<file path="src/rtl/scan_encoder_tx.sv">
// PS/2 Set-2 keyboard emulator: maps a 6-bit key index to its make code and shifts
// code[, F0, code] out as device-to-host frames on ps2_clk/ps2_data.
module scan_encoder_tx #(
  parameter int unsigned CLK_DIV    = 4,
  parameter int unsigned GAP        = 8,
  parameter int unsigned EMIT_BREAK = 1
) (
  input  logic       clock,
  input  logic       reset,
  input  logic [5:0] DATA,
  input  logic       send,
  output logic       ready,
  output logic       ps2_clk,
  output logic       ps2_data,
  output logic       done,
  output logic       err
);

  typedef enum logic [1:0] {StIdle, StShift, StGap, StDone} state_e;

  localparam int unsigned NumBytes = (EMIT_BREAK != 0) ? 3 : 1;
  localparam logic [1:0]  LastByte = 2'(NumBytes - 1);
  localparam logic [8:0]  BitLen   = 9'(2 * CLK_DIV);
  localparam logic [8:0]  HalfLen  = 9'(CLK_DIV);
  localparam logic [15:0] GapLen   = 16'(GAP);
  localparam logic [7:0]  BreakPfx = 8'hF0;

  // {mapped, code}; indices above 36 have no key.
  function automatic logic [8:0] key_map(input logic [5:0] idx);
    logic [8:0] m;
    m = 9'h000;
    case (idx)
      6'd0:  m = {1'b1, 8'h1C};
      6'd1:  m = {1'b1, 8'h32};
      6'd2:  m = {1'b1, 8'h21};
      6'd3:  m = {1'b1, 8'h23};
      6'd4:  m = {1'b1, 8'h24};
      6'd5:  m = {1'b1, 8'h2B};
      6'd6:  m = {1'b1, 8'h34};
      6'd7:  m = {1'b1, 8'h33};
      6'd8:  m = {1'b1, 8'h43};
      6'd9:  m = {1'b1, 8'h3B};
      6'd10: m = {1'b1, 8'h42};
      6'd11: m = {1'b1, 8'h4B};
      6'd12: m = {1'b1, 8'h3A};
      6'd13: m = {1'b1, 8'h31};
      6'd14: m = {1'b1, 8'h44};
      6'd15: m = {1'b1, 8'h4D};
      6'd16: m = {1'b1, 8'h15};
      6'd17: m = {1'b1, 8'h2D};
      6'd18: m = {1'b1, 8'h1B};
      6'd19: m = {1'b1, 8'h2C};
      6'd20: m = {1'b1, 8'h3C};
      6'd21: m = {1'b1, 8'h2A};
      6'd22: m = {1'b1, 8'h1D};
      6'd23: m = {1'b1, 8'h22};
      6'd24: m = {1'b1, 8'h35};
      6'd25: m = {1'b1, 8'h1A};
      6'd26: m = {1'b1, 8'h45};
      6'd27: m = {1'b1, 8'h16};
      6'd28: m = {1'b1, 8'h1E};
      6'd29: m = {1'b1, 8'h26};
      6'd30: m = {1'b1, 8'h25};
      6'd31: m = {1'b1, 8'h2E};
      6'd32: m = {1'b1, 8'h36};
      6'd33: m = {1'b1, 8'h3D};
      6'd34: m = {1'b1, 8'h3E};
      6'd35: m = {1'b1, 8'h46};
      6'd36: m = {1'b1, 8'h29};
      default: m = 9'h000;
    endcase
    return m;
  endfunction

  state_e      state_q, state_d;
  logic [8:0]  div_q, div_d;
  logic [3:0]  bit_q, bit_d;
  logic [15:0] gap_q, gap_d;
  logic [1:0]  byte_q, byte_d;
  logic [7:0]  code_q, code_d;
  logic        err_q, err_d;

  logic [8:0]  lookup;
  logic [7:0]  cur_byte;
  logic [10:0] frame;
  logic        accept, bit_end, frame_end, gap_end, advance;

  always_comb begin
    lookup   = key_map(DATA);
    accept   = send && (state_q == StIdle);
    cur_byte = (byte_q == 2'd1) ? BreakPfx : code_q;
    // Stop, odd parity, data LSB first, start.
    frame    = {1'b1, ~^cur_byte, cur_byte, 1'b0};
    bit_end   = (state_q == StShift) && (div_q == BitLen - 9'd1);
    frame_end = bit_end && (bit_q == 4'd10);
    gap_end   = (state_q == StGap) && (gap_q == GapLen - 16'd1);
    advance   = (frame_end && (GapLen == 16'd0)) || gap_end;
  end

  always_comb begin
    state_d = state_q;
    div_d   = div_q;
    bit_d   = bit_q;
    gap_d   = gap_q;
    byte_d  = byte_q;
    code_d  = code_q;
    err_d   = 1'b0;

    unique case (state_q)
      StIdle: begin
        if (accept) begin
          if (lookup[8]) begin
            code_d  = lookup[7:0];
            byte_d  = 2'd0;
            bit_d   = 4'd0;
            div_d   = 9'd0;
            state_d = StShift;
          end else begin
            err_d = 1'b1;
          end
        end
      end
      StShift: begin
        if (bit_end) begin
          div_d = 9'd0;
          if (frame_end) begin
            bit_d   = 4'd0;
            gap_d   = 16'd0;
            state_d = StGap;
          end else begin
            bit_d = bit_q + 4'd1;
          end
        end else begin
          div_d = div_q + 9'd1;
        end
      end
      StGap: begin
        gap_d = gap_q + 16'd1;
      end
      StDone: begin
        state_d = StIdle;
      end
      default: state_d = StIdle;
    endcase

    // Shared end-of-byte handling, also covers a zero-length gap.
    if (advance) begin
      gap_d = 16'd0;
      if (byte_q == LastByte) begin
        state_d = StDone;
      end else begin
        byte_d  = byte_q + 2'd1;
        state_d = StShift;
      end
    end
  end

  always_ff @(posedge clock) begin
    if (reset) begin
      state_q <= StIdle;
      div_q   <= 9'd0;
      bit_q   <= 4'd0;
      gap_q   <= 16'd0;
      byte_q  <= 2'd0;
      code_q  <= 8'd0;
      err_q   <= 1'b0;
    end else begin
      state_q <= state_d;
      div_q   <= div_d;
      bit_q   <= bit_d;
      gap_q   <= gap_d;
      byte_q  <= byte_d;
      code_q  <= code_d;
      err_q   <= err_d;
    end
  end

  always_comb begin
    ready    = (state_q == StIdle);
    ps2_clk  = !((state_q == StShift) && (div_q >= HalfLen));
    ps2_data = (state_q == StShift) ? frame[bit_q] : 1'b1;
    done     = (state_q == StDone);
    err      = err_q;
  end

endmodule

</file>
<file path="config.mk">
export PLATFORM = sky130hd
export DESIGN_NAME = scan_encoder_tx
export DESIGN_NICKNAME = d
export VERILOG_FILES = /design/src/rtl/scan_encoder_tx.sv
export SDC_FILE = /design/constraint.sdc
export NUM_CORES = 1
export LEC_CHECK = 0
export BUFFER_PORTS_ARGS = -buffer_cell sky130_fd_sc_hd__buf_2
export CORE_AREA = 2 2 86 109
export CTS_BUF_LIST = sky130_fd_sc_hd__clkbuf_4 sky130_fd_sc_hd__clkbuf_8
export DETAILED_ROUTE_END_ITERATION = 6
export DIE_AREA = 0 0 88 111
export PLACE_DENSITY = 0.55
export SLEW_MARGIN = 20
export SYNTH_ARGS = -nofsm -noshare
export SYNTH_HDL_FRONTEND = slang
export SYNTH_SLANG_ARGS = --single-unit
</file>
<file path="constraint.sdc">
create_clock -name clock -period 4.15 [get_ports clock]
set_clock_uncertainty 0.05 [all_clocks]
set_input_delay 0.6225 -clock clock [delete_from_list [all_inputs] [get_ports clock]]
set_output_delay 0.6225 -clock clock [all_outputs]
set_load 0.02 [all_outputs]
</file>
# Yosys cells after proc, flatten, opt, wreduce, memory -nomap -nowiden
# Memories as Yosys holds them, arrays and structs flattened.
# Index checks and enable logic that the tools add are counted.
[op_classes] bitwise=2 eq_ne=16 mux=29 n_reduce_logical=18 order_cmp=2 n_addsub=4
[ops] cell="two-way mux 16 bit" count=2
[ops] cell="one-hot mux 16 bit (2 select lines)" count=1
[ops] cell="two-way mux 9 bit" count=3
[ops] cell="two-way mux 2 bit" count=11
[ops] cell="one-hot mux 9 bit (2 select lines)" count=1
[ops] cell="adder 16 x 1 -> 16 bit, second input constant" count=1
[ops] cell="equality test 16 x 3 -> 1 bit, second input constant" count=1
[ops] cell="two-way mux 4 bit" count=4
[ops] cell="adder 9 x 1 -> 9 bit, second input constant" count=1
[ops] cell="equality test 9 x 3 -> 1 bit, second input constant" count=1
[ops] cell="greater-or-equal comparator 9 x 3 -> 1 bit, second input constant" count=1
[ops] cell="AND reduction 3 bit" count=3
[ops] cell="two-way mux 8 bit" count=1
[ops] cell="one-hot mux 4 bit (2 select lines)" count=1
[ops] cell="XNOR reduction 8 bit" count=1
[ops] cell="equality test 2 bit, second input constant" count=3
[ops] cell="inequality test 3 x 1 -> 1 bit, second input constant" count=2
[ops] cell="inequality test 3 bit, second input constant" count=2
[ops] cell="one-hot mux 2 bit (3 select lines)" count=1
[ops] cell="logical AND 1 bit" count=5
[ops] cell="less-than comparator 4 x 5 -> 1 bit, second input constant" count=1
[ops] cell="AND reduction 5 bit" count=1
[ops] cell="adder 4 x 1 -> 4 bit, second input constant" count=1
[ops] cell="binary-select mux 1 bit (select 4 bit)" count=1
[ops] cell="other kinds (14)" count=21
[word_totals] rom_bits=512 reg_bits=42 out_inout_bits=5 n_memories=1
[mem_list] memory="(no name shown)" depth=64 width=8 rd=1 rd_ports_with_merged_regs=0 wr=0 line_no="32" text="case (idx)"

# Logic depth before layout (Yosys ltp)
# Gate-level depths: netlist (run 1).
[depth] depth_word=7 depth_mapped=9 ltp_nobuf=7

# Least setup slack after synthesis (run 1)
# Ideal clock, no wire load.
[synth_path] path_type="register to output" startpoint="register bit_q[1]" endpoint="output ps2_data" required_ns=3.477 path_stages_with_launch=7 n_path_buf=1 setup_slack_ns=1.922 t_arrival_ns=1.555 path_cell_list="dfxtp_1 clkbuf_1 nor2b_1 a22oi_1 or4_1 o41a_1 nand4_1"
[synth_via] elab_chain_len=3
[synth_rtl] element="from (decl)" line_no="77" text="logic [3:0] bit_q, bit_d;"
[synth_rtl] element="from (signal assigned)" line_no="170" text="bit_q <= bit_d;"
[synth_rtl] element="binary-select mux 1 bit (select 4 bit)" line_no="181" text="ps2_data = (state_q == StShift) ? frame[bit_q] : 1'b1;"
[synth_rtl] element="two-way mux 1 bit (not written as such)" line_no="181"
[synth_rtl] element="two-way mux 1 bit" line_no="181"
[synth_rtl] element="to (decl)" line_no="14" text="output logic ps2_data,"
# Every way passes these cells. The select of a mux whose other input is x is not followed.

# Worst setup path after layout (run 1)
# Same ends and word-level chain as after synthesis.

==> impl_metrics.ini, run 1 <==
[timing]
fmax_mhz = 382
max_slew_margin = 0.580
fin_crit_sh = 0.630
finalCriticalPeriod_ns = 2.62
tightest_slew_ns = 0.630
rsz0062_at_grt = false
hold_violations = 0
fin_tns_setup_ns = 0
finalSetupViolCount = 0
slew_violations = 0

[flow_run]
drv_cap = 0

[cts]
clkTransAtPathRegs_ns = 0.08
cts_made_buffers = 5
htree_levels = 2
clock_latency_ns = 0.30
postCtsSetupBuffers = 0
cts_tree = built
cts_buffer_depth = 2
post_cts_resize_count = 0
cts-root-buf = clkbuf_8
cts_sinks = 41
ctsHoldBuffers = 0

[placement]
gp_congestion = 0.870
post-dp-hpwl_mm = 4.92
dpl_cell_area_um2 = 3100
place.port_buffers = 13

[drt]
vias_per_cell = 5.19
drc = 0
routed-via-count = 2438
drt_first_pass_iters = 4
wl_per_cell_um = 13.9
ant_nets = 0
drtIter0Drc = 78
routed_wirelength_mm = 6.55

[logic_synthesis]
synth_nets = 368
yosys-mux-area-fraction = 0.0400
async_flop_share = 0
synth_top_family_by_area = simple AND/OR/NAND/NOR gates
synthAdderAreaFrac = 0.0715
synth_edf_count = 0
yosys_warnings = 0
synth.yosys.seq_area_share = 0.276
synth_xor_area_frac = 0.0593
ys_types = 74
synth_compound_area_frac = 0.205
synth_area_um2 = 2970
synth_area_per_cell_um2 = 8.69
synth-simple-area-share = 0.292
synthFlopType = dfxtp_1
synth-seq-cells = 41
synthCells = 342

[pwr]
ir_drop_v = 0.000117
fin_total_pwr_w = 0.000991
p_leak_nw = 1.09
power_density_nw_per_um2 = 308

[cells_and_area]
postLayoutCoreUtil = 0.364
fin_area_um2 = 3220
insertedDiodeCount = 0
layout_common_cells = dfxtp_1, nor2_1, nand2_1, a21oi_1, inv_1
syn_to_final_growth_pct = 8.29
multi_input_area_um2 = 1980
nets = 372
fillers = 941
final-seq-area_um2 = 821
drive_above_1_share = 0.141
layout_commonest_cell = dfxtp_1

[setup_path]
arrival_ns = 1.94
critical_path_buf_inv_count = 1
crit_fanout = 10
critPathCaptureType = output port
worstSetupStartpointType = flip-flop
crit_family = simple AND/OR/NAND/NOR gates
slowest_stage = dfxtp_1
crit_path_cell_trace = nor2b_1, a22oi_1, or4_1, o41a_1, nand4_1, buf_2
path_class = reg2out
cp_slowest_stage_delay_ns = 0.55
cp.required_ns = 3.48

[floorplanning]
core_area_um2 = 8830
io_pins = 14
fp-row-count = 39
start_util = 0.337
dieArea_um2 = 9770
die_h_um = 111
die_x_um = 88

[global_route]
antenna_found_initial = 0
grt_pass1_wl_mm = 11.4
overflow = 0
grt_pass1_vias = 2448
grtUsageTotal = 0.144
grt_max_degree = 23

[min_path]
min_path_type = reg2reg

[run_status]
outcome = completed
[metrics by stage]
step	hold WS [ns]	worst slack (ns)	instances
after floorplan	0.401	1.92	342
after global placement	0.415	1.57	462
after detailed placement	0.423	1.50	462
after CTS	0.435	1.51	470
after global routing	0.457	1.38	470
final	0.440	1.53	470
[routing by layer]
metal	track usage	wire [um]
met3	0.0246	149
met1	0.167	2770
met5	0	0
met4	0.0492	114
met2	0.260	3510
[where the power goes]
group	internal, W	switching (W)	leakage (nW)
Clock	0.000196	0.000149	0.0574
Sequential	0.000406	0.0000155	0.332
Combinational	0.0000909	0.000134	0.705
[cell families after synthesis]
logic type               count (synthesis)
buffers and inverters                   36
multiplexers                             8
adder cells (fa/ha/maj)                 17
AND/OR/NAND/NOR                        144
XOR/XNOR                                17
AO/OA/AOI/OAI                           79
flip-flops                              41
[flip-flops by register name (all words and copies together), names as in the netlist, named ones only]
name,count
div_q,9
byte_q,1
err,1
gap_q,16
bit_q,4
state_q,2
code_q,7
[worst min-delay path: stages (launching register included)]
cell and delay (ns):
dfxtp_1 0.34, nand2_1 0.06, a21oi_1 0.06
[cell type report]
| cell class | instances | area share |
|---|---|---|
| multi-input cells | 265 | 0.616 |
| flip-flops and latches | 41 | 0.255 |
| well taps | 123 | 0.0478 |
| clock buffers | 6 | 0.0257 |
| inverters | 20 | 0.0233 |
| repair buffers | 13 | 0.0202 |
| clock inverters | 2 | 0.0117 |
[final timing paths]
path | slack [ns] | endpoint | start | depth (start not counted)
setup / recovery | 1.53 | ps2_data | bit_q[1] | 6
hold / removal | 0.44 | gap_q[1] | gap_q[1] | 2
setup reg to reg | 1.88 | gap_q[9] | state_q[1] | 7
hold reg to reg | 0.44 | gap_q[1] | gap_q[1] | 2
[synth_stat cells (3+ instances only)]
cell type	instances	area share
nand3b_1	3	0.0076
dfxtp_1	41	0.28
or4_1	4	0.010
nand4_1	7	0.015
nor3_2	6	0.020
nand3_1	12	0.020
nand2b_1	11	0.023
nor3_1	6	0.010
mux4_2	3	0.023
a31oi_1	5	0.011
mux2i_1	4	0.013
o211ai_1	4	0.010
a22oi_1	3	0.0076
nor2_1	28	0.035
nand2_1	23	0.029
a21o_1	3	0.0076
a21oi_1	20	0.034
o31ai_1	4	0.010
a211o_1	3	0.0088
nor2b_1	9	0.019
ha_1	17	0.072
a211oi_1	7	0.018
o21ai_0	8	0.013
clkbuf_1	9	0.011
inv_1	19	0.024
or3_1	8	0.017
buf_2	3	0.0050
xnor2_1	14	0.041
(Power assumes the default switching activity.)
==> inputs of run 2 (changes only) <==
--- a/config.mk
+++ b/config.mk
@@ -5,12 +5,13 @@
 export SDC_FILE = /design/constraint.sdc
 export NUM_CORES = 1
 export LEC_CHECK = 0
+export ABC_AREA = 1
 export BUFFER_PORTS_ARGS = -buffer_cell sky130_fd_sc_hd__buf_2
-export CORE_AREA = 2 2 86 109
+export CORE_AREA = 2 2 90 113
 export CTS_BUF_LIST = sky130_fd_sc_hd__clkbuf_4 sky130_fd_sc_hd__clkbuf_8
 export DETAILED_ROUTE_END_ITERATION = 6
-export DIE_AREA = 0 0 88 111
-export PLACE_DENSITY = 0.55
+export DIE_AREA = 0 0 92 115
+export PLACE_DENSITY = 0.57
 export SLEW_MARGIN = 20
 export SYNTH_ARGS = -nofsm -noshare
 export SYNTH_HDL_FRONTEND = slang
==> constraint.sdc (replaced) <==
create_clock -name clock -period 2.4 [get_ports clock]
set_clock_uncertainty 0.05 [all_clocks]
set_input_delay 0.36 -clock clock [delete_from_list [all_inputs] [get_ports clock]]
set_output_delay 0.36 -clock clock [all_outputs]
set_load 0.02 [all_outputs]
==> impl_metrics.ini, run 2 <==
[run_status]
outcome = completed

[timing]
fin_crit_sh = 0.891
slew_violations = 0
whs_ns = 0.305
fin_tns_setup_ns = 0
fmax_mhz = 468
hold_violations = 0
finalCriticalPeriod_ns = 2.14
rsz0062_at_grt = false
tightest_slew_ns = 0.503
finalSetupViolCount = 0
max_slew_margin = 0.664

[cells_and_area]
multi_input_area_um2 = 2070
layout_commonest_cell = nand2_1
final-seq-area_um2 = 821
reg_top3 = gap_q (16), div_q (9), code_q (7)
nets = 563
syn_to_final_growth_pct = 7.85
layout_common_cells = nand2_1, nor2_1, inv_1, nand3_1, dfxtp_1
top_register = gap_q
fillers = 1047
largest_reg_flops = 16
postLayoutCoreUtil = 0.369
drive_above_1_share = 0.117
insertedDiodeCount = 0

[floorplanning]
start_util = 0.342
fp-row-count = 40
core_area_um2 = 9510
die_x_um = 92
die_h_um = 115
io_pins = 14
dieArea_um2 = 10600

[cts]
clock_latency_ns = 0.29
cts_buffer_depth = 2
postCtsSetupBuffers = 0
htree_levels = 2
ctsHoldBuffers = 0
clkTransAtPathRegs_ns = 0.08
cts-root-buf = clkbuf_8
cts_sinks = 41
cts_tree = built
cts_made_buffers = 5
post_cts_resize_count = 0

[setup_path]
regToRegStartpoint = state_q[1]
critPathCaptureType = output port
ff2ff_setup_slack_ns = 0.43
arrival_ns = 1.73
path_class = reg2out
cp.required_ns = 1.99
crit_fanout = 7
worstRegToRegCells = 8
worstSetupStartpointType = flip-flop
r2r_end = div_q[3]

[flow_run]
drv_cap = 0

[placement]
post-dp-hpwl_mm = 6.07
place.port_buffers = 13
gp_congestion = 0.917

[logic_synthesis]
synth_nets = 551
ys_types = 35
synth_edf_count = 0
synth-seq-cells = 41
yosysTopAreaCell = dfxtp_1
synth_common_cells = nand2_1, nor2_1, inv_1, nand3_1, dfxtp_1
synthFlopType = dfxtp_1
yosys_warnings = 0
async_flop_share = 0
synth_area_um2 = 3250
synth_top_area_share = 0.252
synthCells = 525
synth_area_leaders = dfxtp_1, nand2_1, nor2_1
synth.yosys.seq_area_share = 0.252
yosysMostFrequentCell = nand2_1
synth_area_per_cell_um2 = 6.20

[global_route]
overflow = 0
grt_pass1_wl_mm = 13.8
grtUsageTotal = 0.158
grt_pass1_vias = 3029
antenna_found_initial = 0
grt_max_degree = 18

[drt]
drtIter0Drc = 179
routed-via-count = 3202
routed_wirelength_mm = 7.80
drc = 0
drt_first_pass_iters = 5
vias_per_cell = 4.83
ant_nets = 0
wl_per_cell_um = 11.8

[min_path]
holdPathStages = 2
min_path_type = in2reg
min_to = code_q[3]
min_from = reset

[pwr]
power_density_nw_per_um2 = 595
ir_drop_v = 0.000221
p_leak_nw = 1.49
## run 2: worst max path at each step
stage	startpoint	to	depth (start not counted)
floorplan	state_q[0]	div_q[3]	10
global placement	DATA[0]	div_q[3]	13
detailed placement	DATA[0]	div_q[3]	13
CTS	bit_q[0]	ps2_data	9
global route	byte_q[1]	ps2_data	12
finish	bit_q[0]	ps2_data	9
## run 2: cell type report
class,instances,area share
clock buffers,7,0.0257
multi-input cells,397,0.589
flip-flops and latches,41,0.234
repair buffers,16,0.0250
inverters,76,0.0813
well taps,126,0.0449
## run 2: power breakdown
| part | switching (W) | internal (W) | leakage, nW |
|---|---|---|---|
| logic | 0.000559 | 0.000252 | 1.11 |
| registers | 0.0000656 | 0.000732 | 0.332 |
| clock network | 0.000237 | 0.000240 | 0.0477 |
## run 2: per-stage QoR
stage	cells	total power, W	setup WS [ns]	area, um^2
floorplan	525	0.00145	0.646	3250
global placement	656	0.00162	0.357	3420
detailed placement	656	0.00163	0.299	3420
CTS	663	0.00211	0.242	3510
global route	663	0.00225	0.0587	3510
finish	663	0.00209	0.262	3510
## run 2: logic make-up (layout without fill, tap and decap cells)
group,after synthesis,after routing,share of synthesized area
simple gates,296,296,0.418
buf+inv,87,99,0.112
compound gates,80,80,0.142
flops,41,41,0.252
fa+ha+maj,17,17,0.0654
xor+xnor,4,4,0.0108
## run 2: metal layers
metal  GRT usage  share of wire  up-vias
li1            -              -     1705
met1       0.195           0.45     1430
met2       0.285           0.49       58
met3      0.0210          0.033        9
met4      0.0517          0.018        0
met5           0              0        -
## run 2: critical path: stages, from the launching register on
cell	delay [ns]
dfxtp_1	0.47
inv_1	0.16
nor2_1	0.20
nand3_1	0.10
nand2_1	0.07
a21oi_1	0.04
nor2_1	0.09
a21oi_1	0.08
nand2_1	0.07
buf_2	0.15
==> inputs of run 3 (changes only) <==
==> constraint.sdc (replaced) <==
create_clock -name clock -period 2.4 [get_ports clock]
set_clock_uncertainty 0.05 [all_clocks]
set_input_delay 0.24 -clock clock [delete_from_list [all_inputs] [get_ports clock]]
set_output_delay 0.24 -clock clock [all_outputs]
set_load 0.02 [all_outputs]
==> impl_metrics.ini, run 3 (synthesized netlist as in run 2, its figures left out) <==
[cells_and_area]
layout_commonest_cell = nand2_1
drive_above_1_share = 0.117
instances_no_fill = 663
fin_area_um2 = 3500
syn_to_final_growth_pct = 7.50
top_register = gap_q
nets = 562
reg_top3 = gap_q (16), div_q (9), code_q (7)
insertedDiodeCount = 0
layout_common_cells = nand2_1, nor2_1, inv_1, nand3_1, dfxtp_1
largest_reg_flops = 16

[cts]
cts-root-buf = clkbuf_8
postCtsSetupBuffers = 0
cts_sinks = 41
ctsHoldBuffers = 0
post_cts_resize_count = 0
cts_made_buffers = 5
cts_buffer_depth = 2
clkTransAtPathRegs_ns = 0.08
clock_latency_ns = 0.30
cts_tree = built
htree_levels = 2

[setup_path]
cp_slowest_stage_delay_ns = 0.47
r2r_end = gap_q[6]
slowest_stage = dfxtp_1
worstRegToRegCells = 8
ff2ff_setup_slack_ns = 0.50
crit_path_cell_trace = inv_1, nor2_1, nand3_1, nand2_1, a21oi_1, nor2_1, a21oi_1, nand2_1, buf_2
cp.required_ns = 2.11
regToRegStartpoint = state_q[1]
arrival_ns = 1.71
worstSetupStartpointType = flip-flop
crit_fanout = 7
critPathCaptureType = output port
path_class = reg2out

[drt]
drtIter0Drc = 149
vias_per_cell = 4.84
routed_wirelength_mm = 7.72
routed-via-count = 3209
wl_per_cell_um = 11.6
ant_nets = 0
drc = 0
drt_first_pass_iters = 4

[global_route]
overflow = 0
grt_pass1_vias = 2928
grtUsageTotal = 0.147
grt_max_degree = 19
antenna_found_initial = 0
grt_pass1_wl_mm = 12.9

[pwr]
p_sw_frac = 0.420
fin_total_pwr_w = 0.00206
p_leak_nw = 1.49
p_clk_frac = 0.224
combPwrFrac = 0.390
ir_drop_v = 0.000278
pwr-share-seq = 0.387
power_density_nw_per_um2 = 590
p_int_w = 0.00120
p_switching_w = 0.000867

[placement]
post-dp-hpwl_mm = 5.97
place.port_buffers = 13
dpl_cell_area_um2 = 3410
dpl.cell_count = 655
dpl_worst_slack_ns = 0.430
gp_congestion = 0.921

[floorplanning]
start_util = 0.342
io_pins = 14
die_h_um = 115
die_x_um = 92
core_area_um2 = 9510
dieArea_um2 = 10600
fp-row-count = 40

[min_path]
min_to = code_q[3]
holdPathStages = 2
min_from = reset
min_path_type = in2reg

[timing]
fin_crit_sh = 0.833
hold_violations = 0
max_slew_margin = 0.677
finalCriticalPeriod_ns = 2.00
rsz0062_at_grt = false
tightest_slew_ns = 0.484
fin_tns_setup_ns = 0
slew_violations = 0
fmax_mhz = 500
fin_ws_ns = 0.401
finalSetupViolCount = 0

[flow_run]
drv_cap = 0

[run_status]
outcome = completed
-- run 3: changes by cell type in the layout (fill, tap and decap cells not counted) --
cell	delta
buf_4	-1
clkbuf_8	-1
clkinv_2	+2
-- run 3: layout make-up --
class / instances / area (um^2)
fill: 1048 / 6010
inverter: 76 / 285
sequential: 41 / 821
clock inverter: 2 / 10.0
clock buffer: 6 / 76.3
multi-input combinational: 397 / 2070
timing repair buffer: 15 / 80.1
tap: 126 / 158
-- run 3: worst max-delay path by stage --
stage / depth (start not counted) / start / end / slack, ns
global placement: 13 / DATA[0] / div_q[3] / 0.48
finish: 9 / bit_q[0] / ps2_data / 0.40
CTS: 9 / bit_q[0] / ps2_data / 0.37
detailed placement: 13 / DATA[0] / div_q[3] / 0.43
global route: 11 / flip-flop / ps2_data / 0.18
floorplan: 10 / state_q[0] / div_q[3] / 0.65
-- run 3: critical path, delay by kind of cell, from the launching register on --
family          cells  cell delay (ns)
compound gates      2             0.11
buf+inv             2             0.31
flops               1             0.47
simple gates        5             0.52
-- run 3: stage by stage --
step / hold WS (ns) / utilization
after floorplan: 0.259 / -
final: 0.169 / 0.368
after detailed placement: 0.418 / 0.359
after global placement: 0.414 / 0.359
after CTS: 0.172 / 0.368
after global routing: 0.181 / 0.368
-- run 3: per-layer routing --
metal	wire (um)	up-vias	GRT usage
met4	128	0	0.0507
met2	3860	58	0.270
met1	3480	1435	0.176
li1	-	1706	-
met5	0	-	0
met3	247	10	0.0210
-- run 3: power by group through the flow --
stage	combinational [W]	sequential, W	clock [W]
6_report	0.000804	0.000798	0.000462
2_1_floorplan	0.000660	0.000795	0
3_5_place_dp	0.000808	0.000816	0
3_3_place_gp	0.000803	0.000814	0
5_1_grt	0.000912	0.000806	0.000505
4_1_cts	0.000811	0.000799	0.000485
